<file path="src/rtl/fetch_unit_if.sv">
// rtl/fetch_unit_if.sv - fetch stage bus: imem port, redirect, IF/ID handshake, status
interface fetch_unit_if;
   logic        start;
   logic [31:0] pc_out;
   logic [31:0] instr_in;
   logic        redirect_valid;
   logic [31:0] redirect_target;
   logic        id_valid;
   logic [31:0] id_instr;
   logic [31:0] id_pc;
   logic        id_ready;
   logic        halted;
   logic        range_err;
   logic [15:0] fetch_count;

   modport master (
      input  start, instr_in, redirect_valid, redirect_target, id_ready,
      output pc_out, id_valid, id_instr, id_pc, halted, range_err, fetch_count
   );

   modport slave (
      output start, instr_in, redirect_valid, redirect_target, id_ready,
      input  pc_out, id_valid, id_instr, id_pc, halted, range_err, fetch_count
   );
endinterface

</file>
<file path="src/rtl/fetch_unit.sv">
// rtl/fetch_unit.sv - instruction fetch stage with IF/ID register, redirect, halt and PC range trap
module fetch_unit #(
   parameter int unsigned IMEM_DEPTH = 32,
   parameter int unsigned RESET_PC   = 0,
   parameter logic [31:0] HALT_WORD  = 32'hFFFF_FFFF
) (
   input  logic        clk,
   input  logic        rst,
   fetch_unit_if.master bus
);
   localparam logic [1:0] IDLE   = 2'd0;
   localparam logic [1:0] RUN    = 2'd1;
   localparam logic [1:0] HALTED = 2'd2;

   localparam logic [31:0] RESET_PC_W = 32'(RESET_PC);
   localparam logic [31:0] DEPTH_W    = 32'(IMEM_DEPTH);

   logic [1:0]  state;
   logic [31:0] pc;
   logic        id_valid;
   logic [31:0] id_instr;
   logic [31:0] id_pc;
   logic        halted;
   logic        range_err;
   logic [15:0] fetch_count;

   logic transfer;
   logic load;
   logic pc_in_range;
   logic is_halt_word;

   // Handshake qualifiers: a redirect kills both the transfer and any load this cycle
   always_comb begin
      transfer     = 1'b0;
      load         = 1'b0;
      pc_in_range  = 1'b0;
      is_halt_word = 1'b0;
      transfer     = id_valid & bus.id_ready & ~bus.redirect_valid;
      load         = (state == RUN) & ~bus.redirect_valid & (~id_valid | bus.id_ready);
      pc_in_range  = (pc < DEPTH_W);
      is_halt_word = (bus.instr_in == HALT_WORD);
   end

   // Fetch FSM, PC, IF/ID register and transfer counter
   always_ff @(posedge clk or negedge rst) begin
      if (!rst) begin
         state       <= IDLE;
         pc          <= RESET_PC_W;
         id_valid    <= 1'b0;
         id_instr    <= 32'd0;
         id_pc       <= 32'd0;
         halted      <= 1'b0;
         range_err   <= 1'b0;
         fetch_count <= 16'd0;
      end else begin
         if (transfer) begin
            fetch_count <= fetch_count + 16'd1;
         end
         case (state)
            IDLE: begin
               if (bus.start) begin
                  state <= RUN;
               end
            end
            RUN: begin
               if (bus.redirect_valid) begin
                  id_valid <= 1'b0;
                  pc       <= bus.redirect_target;
               end else if (load) begin
                  if (!pc_in_range) begin
                     // Trap: pc holds the offending address for debug
                     id_valid  <= 1'b0;
                     halted    <= 1'b1;
                     range_err <= 1'b1;
                     state     <= HALTED;
                  end else if (is_halt_word) begin
                     // Halt word is consumed, not forwarded; pc stays on it
                     id_valid <= 1'b0;
                     halted   <= 1'b1;
                     state    <= HALTED;
                  end else begin
                     id_instr <= bus.instr_in;
                     id_pc    <= pc;
                     id_valid <= 1'b1;
                     pc       <= pc + 32'd1;
                  end
               end
            end
            HALTED: begin
               if (bus.start) begin
                  pc        <= RESET_PC_W;
                  halted    <= 1'b0;
                  range_err <= 1'b0;
                  state     <= RUN;
               end
            end
            default: begin
               state <= IDLE;
            end
         endcase
      end
   end

   assign bus.pc_out      = pc;
   assign bus.id_valid    = id_valid;
   assign bus.id_instr    = id_instr;
   assign bus.id_pc       = id_pc;
   assign bus.halted      = halted;
   assign bus.range_err   = range_err;
   assign bus.fetch_count = fetch_count;
endmodule

</file>
<file path="src/flat_wrapper.sv">
// flat-port wrapper written by rule: the top's interface ports become plain ports
module fetch_unit_flat 
#(
   parameter int unsigned IMEM_DEPTH = 32,
   parameter int unsigned RESET_PC   = 0,
   parameter logic [31:0] HALT_WORD  = 32'hFFFF_FFFF
)
  (clk, rst, bus_start, bus_instr_in, bus_redirect_valid, bus_redirect_target, bus_id_ready, bus_pc_out, bus_id_valid, bus_id_instr, bus_id_pc, bus_halted, bus_range_err, bus_fetch_count);
  fetch_unit_if bus_i ();
  input  logic clk;
  input  logic rst;
  input wire logic [$bits(bus_i.start)-1:0] bus_start;
  input wire logic [$bits(bus_i.instr_in)-1:0] bus_instr_in;
  input wire logic [$bits(bus_i.redirect_valid)-1:0] bus_redirect_valid;
  input wire logic [$bits(bus_i.redirect_target)-1:0] bus_redirect_target;
  input wire logic [$bits(bus_i.id_ready)-1:0] bus_id_ready;
  output wire logic [$bits(bus_i.pc_out)-1:0] bus_pc_out;
  output wire logic [$bits(bus_i.id_valid)-1:0] bus_id_valid;
  output wire logic [$bits(bus_i.id_instr)-1:0] bus_id_instr;
  output wire logic [$bits(bus_i.id_pc)-1:0] bus_id_pc;
  output wire logic [$bits(bus_i.halted)-1:0] bus_halted;
  output wire logic [$bits(bus_i.range_err)-1:0] bus_range_err;
  output wire logic [$bits(bus_i.fetch_count)-1:0] bus_fetch_count;
  assign bus_i.start = bus_start;
  assign bus_i.instr_in = bus_instr_in;
  assign bus_i.redirect_valid = bus_redirect_valid;
  assign bus_i.redirect_target = bus_redirect_target;
  assign bus_i.id_ready = bus_id_ready;
  assign bus_pc_out = bus_i.pc_out;
  assign bus_id_valid = bus_i.id_valid;
  assign bus_id_instr = bus_i.id_instr;
  assign bus_id_pc = bus_i.id_pc;
  assign bus_halted = bus_i.halted;
  assign bus_range_err = bus_i.range_err;
  assign bus_fetch_count = bus_i.fetch_count;
  fetch_unit #(.IMEM_DEPTH(IMEM_DEPTH), .RESET_PC(RESET_PC), .HALT_WORD(HALT_WORD)) u_core (.clk(clk), .rst(rst), .bus(bus_i));
endmodule
</file>
<file path="config.mk">
export PLATFORM = sky130hd
export DESIGN_NAME = fetch_unit_flat
export DESIGN_NICKNAME = d
export VERILOG_FILES = /design/src/rtl/fetch_unit_if.sv /design/src/rtl/fetch_unit.sv /design/src/flat_wrapper.sv
export SDC_FILE = /design/constraint.sdc
export NUM_CORES = 1
export LEC_CHECK = 0
export BUFFER_PORTS_ARGS = -buffer_cell sky130_fd_sc_hd__buf_2
export CAP_MARGIN = 20
export CORE_MARGIN = 2
export CORE_UTILIZATION = 53
export DETAILED_ROUTE_END_ITERATION = 10
export PLACE_DENSITY = 0.83
export REMOVE_ABC_BUFFERS = 1
export SETUP_SLACK_MARGIN = 0.4
export SYNTH_ARGS = -nofsm -noshare
export SYNTH_HDL_FRONTEND = slang
export SYNTH_SLANG_ARGS = --single-unit
</file>
<file path="constraint.sdc">
create_clock -name clk -period 3.3 [get_ports clk]
set_input_delay 0.495 -clock clk [delete_from_list [all_inputs] [get_ports clk]]
set_output_delay 0.495 -clock clk [all_outputs]
set_load 0.01 [all_outputs]
</file>
======== Word level (Yosys, flattened, before mapping) ========
Cells that the tools add are included.
operators by class
  multiply operators ...................... 0
  shift-type cells ........................ 0
  equality and inequality tests ........... 12
  $lt $le $gt $ge ......................... 1
  bitwise logic cells ..................... 8
  reduce and logical (&&, ||, !) cells .... 10
  multiplexer cells ....................... 26
  add/sub/neg operators ................... 2
  div/mod/pow operators ................... 0
operator list
  operator               number
  $mux 32                5
  $pmux 32 s2            1
  $add 32x1->32 const B  1
  $eq 32x32->1 const B   1
  $lt 32x6->1 const B    1
  $reduce_and 5->1       4
  $add 16x1->16 const B  1
  $mux 1                 12
  $mux 2                 5
  $ne 2x2->1 const B     3
  $ne 3x2->1 const B     2
  $ne 3x3->1 const B     2
  $and 1x1->1            4
  $ne 2x1->1 const B     2
  $pmux 1 s2             2
  $pmux 2 s2             1
  $reduce_and 4->1       1
  $reduce_bool 2->1      2
  $not 1->1              3
  $eq 2x1->1 const B     1
  $eq 2x2->1 const B     1
  $logic_not 2->1        1
  $reduce_and 2->1       1
  $reduce_or 2->1        1
  $or 1x1->1             1
word-level totals
  latch bits .............................. 0
  input bits .............................. 69
  memory bits (read-only) ................. 0
  logic and storage cells ................. 67
  memory bits (writable) .................. 0
  register bits after elaboration ......... 117
  output and inout bits ................... 115
  memories ................................ 0

======== Longest topological paths before layout ========
  depth in word-level cells ............... 6
  mapped depth ............................ 7
  mapped depth without buffers ............ 6

======== Worst setup path after synthesis ========
OpenSTA, ideal clock, no wires.
  path type ............................... register -> register
  start ................................... register u_core.pc[9], in the netlist u_core.bus.pc_out[9]
  end ..................................... register u_core.pc[21], in the netlist u_core.bus.pc_out[21]
  data required time ...................... 3.179 ns
  path slack .............................. 1.040 ns
  library setup time ...................... 0.121 ns
  buffers on the path ..................... 2
  data arrival time ....................... 2.139 ns
  clock period less this slack ............ 2.260 ns
  stages on the path, launching flop included .. 8
  path through ............................ dfrtp_1 > or3_4 > or3_1 > a2111o_1 > and2_1 > buf_6 > buf_6 > a22o_1
on the way
  longest elaborated chain between the ends .. 6
  elaborated cells between the ends (all ways) .. 9
  those cells by class .................... add/sub (1); order compare (1); eq/ne (1); mux (5); reduce/logical (1)
RTL lines
  item                    line              RTL
  start, declared         fetch_unit.sv:19  logic [31:0] pc;
  start signal, assigned  fetch_unit.sv:68  pc <= bus.redirect_target;
  start signal, assigned  fetch_unit.sv:85  pc <= pc + 32'd1;
  $add 32x1->32           fetch_unit.sv:85
  $mux 32                 fetch_unit.sv:76  end else if (is_halt_word) begin
  $mux 32                 fetch_unit.sv:70  if (!pc_in_range) begin
  $mux 32                 fetch_unit.sv:69  end else if (load) begin
  $mux 32                 fetch_unit.sv:66  if (bus.redirect_valid) begin
  $pmux 32 s2             fetch_unit.sv:59  case (state)
Several ways; a longest one is shown, not always the timed one. The select of a mux whose other input is x is not followed.
A chain may end at the register's enable or synchronous reset.

======== Worst setup path after layout ========
  start ................................... register u_core.pc[9], in the netlist u_core.bus.pc_out[9]
  end ..................................... register u_core.pc[0], in the netlist u_core.bus.pc_out[0]
on the way
  longest elaborated chain between the ends .. 3
RTL lines
  item                               line              RTL
  $lt 32x6->1                        fetch_unit.sv:40  pc_in_range = (pc < DEPTH_W);
  $ne 3x2->1 (no source line)        n/a
  $reduce_and 5->1 (no source line)  n/a
No other way between the ends.

==> run metrics <==
Die X=100.9 um; critical path's top delay family=simple AND/OR/NAND/NOR gates; final hold viol count=0; Clock Tree Buf Depth=2; vias in the first global route=4278; P&R area growth vs syn=32.43%; Vias=4153; Synth cell types=49; Post-Synthesis Cells=408; clock skew=7.824 ps; RSZ-0062 raised after global routing=no; share of layout cells above drive strength 1=42.74%; post-CTS setup buffers=0; Ant. Diodes=0; Post-synth EDFFs=0; Worst Path Arrival=3080 ps; Die ar.=0.01017 sq mm; Seq/Total Area, Yosys=58.87%; commonest non-fill, non-tap cell in the layout=buf_2; Worst Tran Pin Value=962.3 ps; Final Critical Period=2669 ps; dominant synthesized flop cell=dfrtp_1; Worst path slowest cell=a2111o_1; Peak VDD IR=506.5 uV; CTS tree=built; clock transition at the registers of the reported paths=60 ps; io pins=184; yosys warns=0; Final period util=80.89%; Worst Reg-to-Reg Cells=5; Req. time, crit path=3710 ps; routed wire length per instance=17.66 um; R2R Path End=u_core.bus.pc_out[0]$_DFFE_PN0P_; All-Layer GR Usage=26.40%; setup TNS=0 ps; drt pass-1 iters=5; die height=100.9 um; worst-path maximum fanout=17; PwrDens=719.7 mW/mm^2; CP bufs+invs=0; Critical Path Max Stage Delay=510 ps; final net count=671; DRT antenna net count=0; Slew Viols, Final=0; CP startpoint kind=flop; CTS buffer count=17; slew margin rel.=35.85%; DRC=0; drt via density=5.736; CP Cell Sequence=or3_4 -> or3_1 -> a2111o_1 -> and2_1 -> o31ai_1; FILL cells=642; maxcap violations=0; WS Path Type=reg -> reg; cell area after synthesis=0.004974 sq mm; critical path endpoint category=flop; ys async rst share=100.0%; post_cts resized=0; Tightest Hold Check Type=in -> async; Rows=35; Synth Area per Inst=12.19 sq um; global-route wire length before repair=20740 um; Clock Tree Root=clkbuf_8; Pleak=3.524 nW; GP Congestion=0.8808; flop2flop setup slack=630 ps; Hold Buf Count CTS=0; worst-skew pair later-pin latency=510 ps; grt total ovfl=0; outcome=finished clean; H-tree levels=4; worst hold-check slack=123.6 ps; Synth Register Bits=117; R2R Path Start=u_core.bus.pc_out[9]$_DFFE_PN0P_; area of the core=0.009153 sq mm; initial antenna violation count=0; largest net degree at the start of global routing=79; initial core utilization=54.34%; # port buffers=183; routed wire length=12790 um; hpwl dp=9100 um; Starting DRT DRC Count=225; final setup violating endpoints=0; CTS Sinks=117; most frequent cells in the layout=buf_2 (182), dfrtp_1 (117), mux2_2 (33), and2_1 (29), nand2_1 (23); Max Fclk=374.6 MHz
-- metrics by stage --
step	util [%]	instances	area (sq um)	setup WS [ps]	power [W]
after floorplan	-	390	4887	758.4	0.002498
after global placement	65.74	692	6017	635.6	0.002964
after detailed placement	65.74	692	6017	587.4	0.003007
after CTS	71.96	724	6586	650.4	0.004757
after global routing	71.96	724	6586	404.4	0.004982
final	71.96	724	6586	630.7	0.004740
-- logic make-up (layout without fill, tap and decap cells) --
kind of cell / Yosys count / count (layout) / share of synthesized area, %
fa+ha+maj: 2 / 2 / 0.5031
simple gates: 133 / 133 / 15.04
buf+inv: 22 / 227 / 2.037
compound gates: 80 / 80 / 12.10
mux: 39 / 39 / 8.805
flops: 117 / 117 / 58.87
xor+xnor: 15 / 15 / 2.642
-- worst max-delay path by stage --
| stage | startpoint | endpoint | slack (ps) | cells after the start |
|---|---|---|---|---|
| after floorplan | bus_redirect_valid | u_core.bus.pc_out[20]$_DFFE_PN0P_ | 760 | 5 |
| after global placement | bus_instr_in[3] | u_core.bus.pc_out[4]$_DFFE_PN0P_ | 640 | 7 |
| after detailed placement | bus_instr_in[19] | u_core.bus.pc_out[4]$_DFFE_PN0P_ | 590 | 7 |
| after CTS | u_core.bus.pc_out[9]$_DFFE_PN0P_ | u_core.bus.pc_out[0]$_DFFE_PN0P_ | 650 | 5 |
| after global routing | u_core.bus.pc_out[18]$_DFFE_PN0P_ | u_core.bus.pc_out[6]$_DFFE_PN0P_ | 400 | 5 |
| final | u_core.bus.pc_out[9]$_DFFE_PN0P_ | u_core.bus.pc_out[0]$_DFFE_PN0P_ | 630 | 5 |
-- cells in the mapped netlist (2+ instances only) --
master     count  area [sq um]
dfrtp_1      117          2928
mux2_2        33         371.6
and2_1        29         181.4
nand2_1       23         86.33
a22o_1        16         140.1
nand3_1       15         75.07
nand4_1       15         93.84
a21oi_1       14         70.07
clkbuf_1      12         45.04
o21ai_0       12         60.06
nor2_1        11         41.29
a2bb2oi_1      9         78.83
nor4_1         9         56.30
xnor2_1        9         78.83
a31oi_1        7         43.79
and3_1         6         37.54
nor3_1         6         30.03
xor2_1         6         52.55
mux2_1         5         56.30
nand2b_1       5         31.28
inv_1          4         15.01
o31ai_1        4         30.03
buf_2          3         15.01
nor2b_1        3         18.77
or3_1          3         18.77
a22oi_1        2         15.01
a32o_1         2         20.02
and4b_1        2         20.02
buf_6          2         22.52
ha_1           2         25.02
nand3b_1       2         15.01
o211ai_1       2         15.01
o22a_1         2         17.52
-- final cells by class --
class | instances | area [sq um] | share of cell area, %
inverter | 4 | 15.01 | 0.2280
clock inverter | 15 | 155.1 | 2.356
timing repair buffer | 191 | 991.0 | 15.05
clock buffer | 17 | 414.1 | 6.288
tap | 111 | 138.9 | 2.109
multi-input combinational | 269 | 1944 | 29.52
sequential | 117 | 2928 | 44.45
-- worst register-to-register path, cell delays in order, from the launching register on --
cell and delay [ps]:
dfrtp_1 470, or3_4 440, or3_1 350, a2111o_1 510
and2_1 460, o31ai_1 340
-- where the power goes --
| part | internal [W] | switching (W) | leakage, nW |
|---|---|---|---|
| registers | 0.00166 | 0.000298 | 1.57 |
| logic | 0.000482 | 0.000568 | 1.69 |
| clock network | 0.00107 | 0.000664 | 0.263 |
| total | 0.00321 | 0.00153 | 3.52 |
-- layer usage --
metal / vias up / routed length (um) / GRT usage, %
met1: 2028 / 5190 / 32.64
li1: 1889 / - / -
met2: 205 / 6288 / 43.54
met5: - / 0 / 0
met4: 0 / 352 / 12.75
met3: 31 / 955 / 6.449
-- flip-flops by register name, summed over array words and instances (netlist names) --
name and flops:
u_core.bus.pc_out 32, u_core.bus.id_pc 32, u_core.bus.range_err 1, u_core.bus.halted 1, u_core.bus.fetch_count 16, u_core.bus.id_instr 32
u_core.bus.id_valid 1, u_core.state 2
No activity file was read; power rests on OpenSTA's default activity.
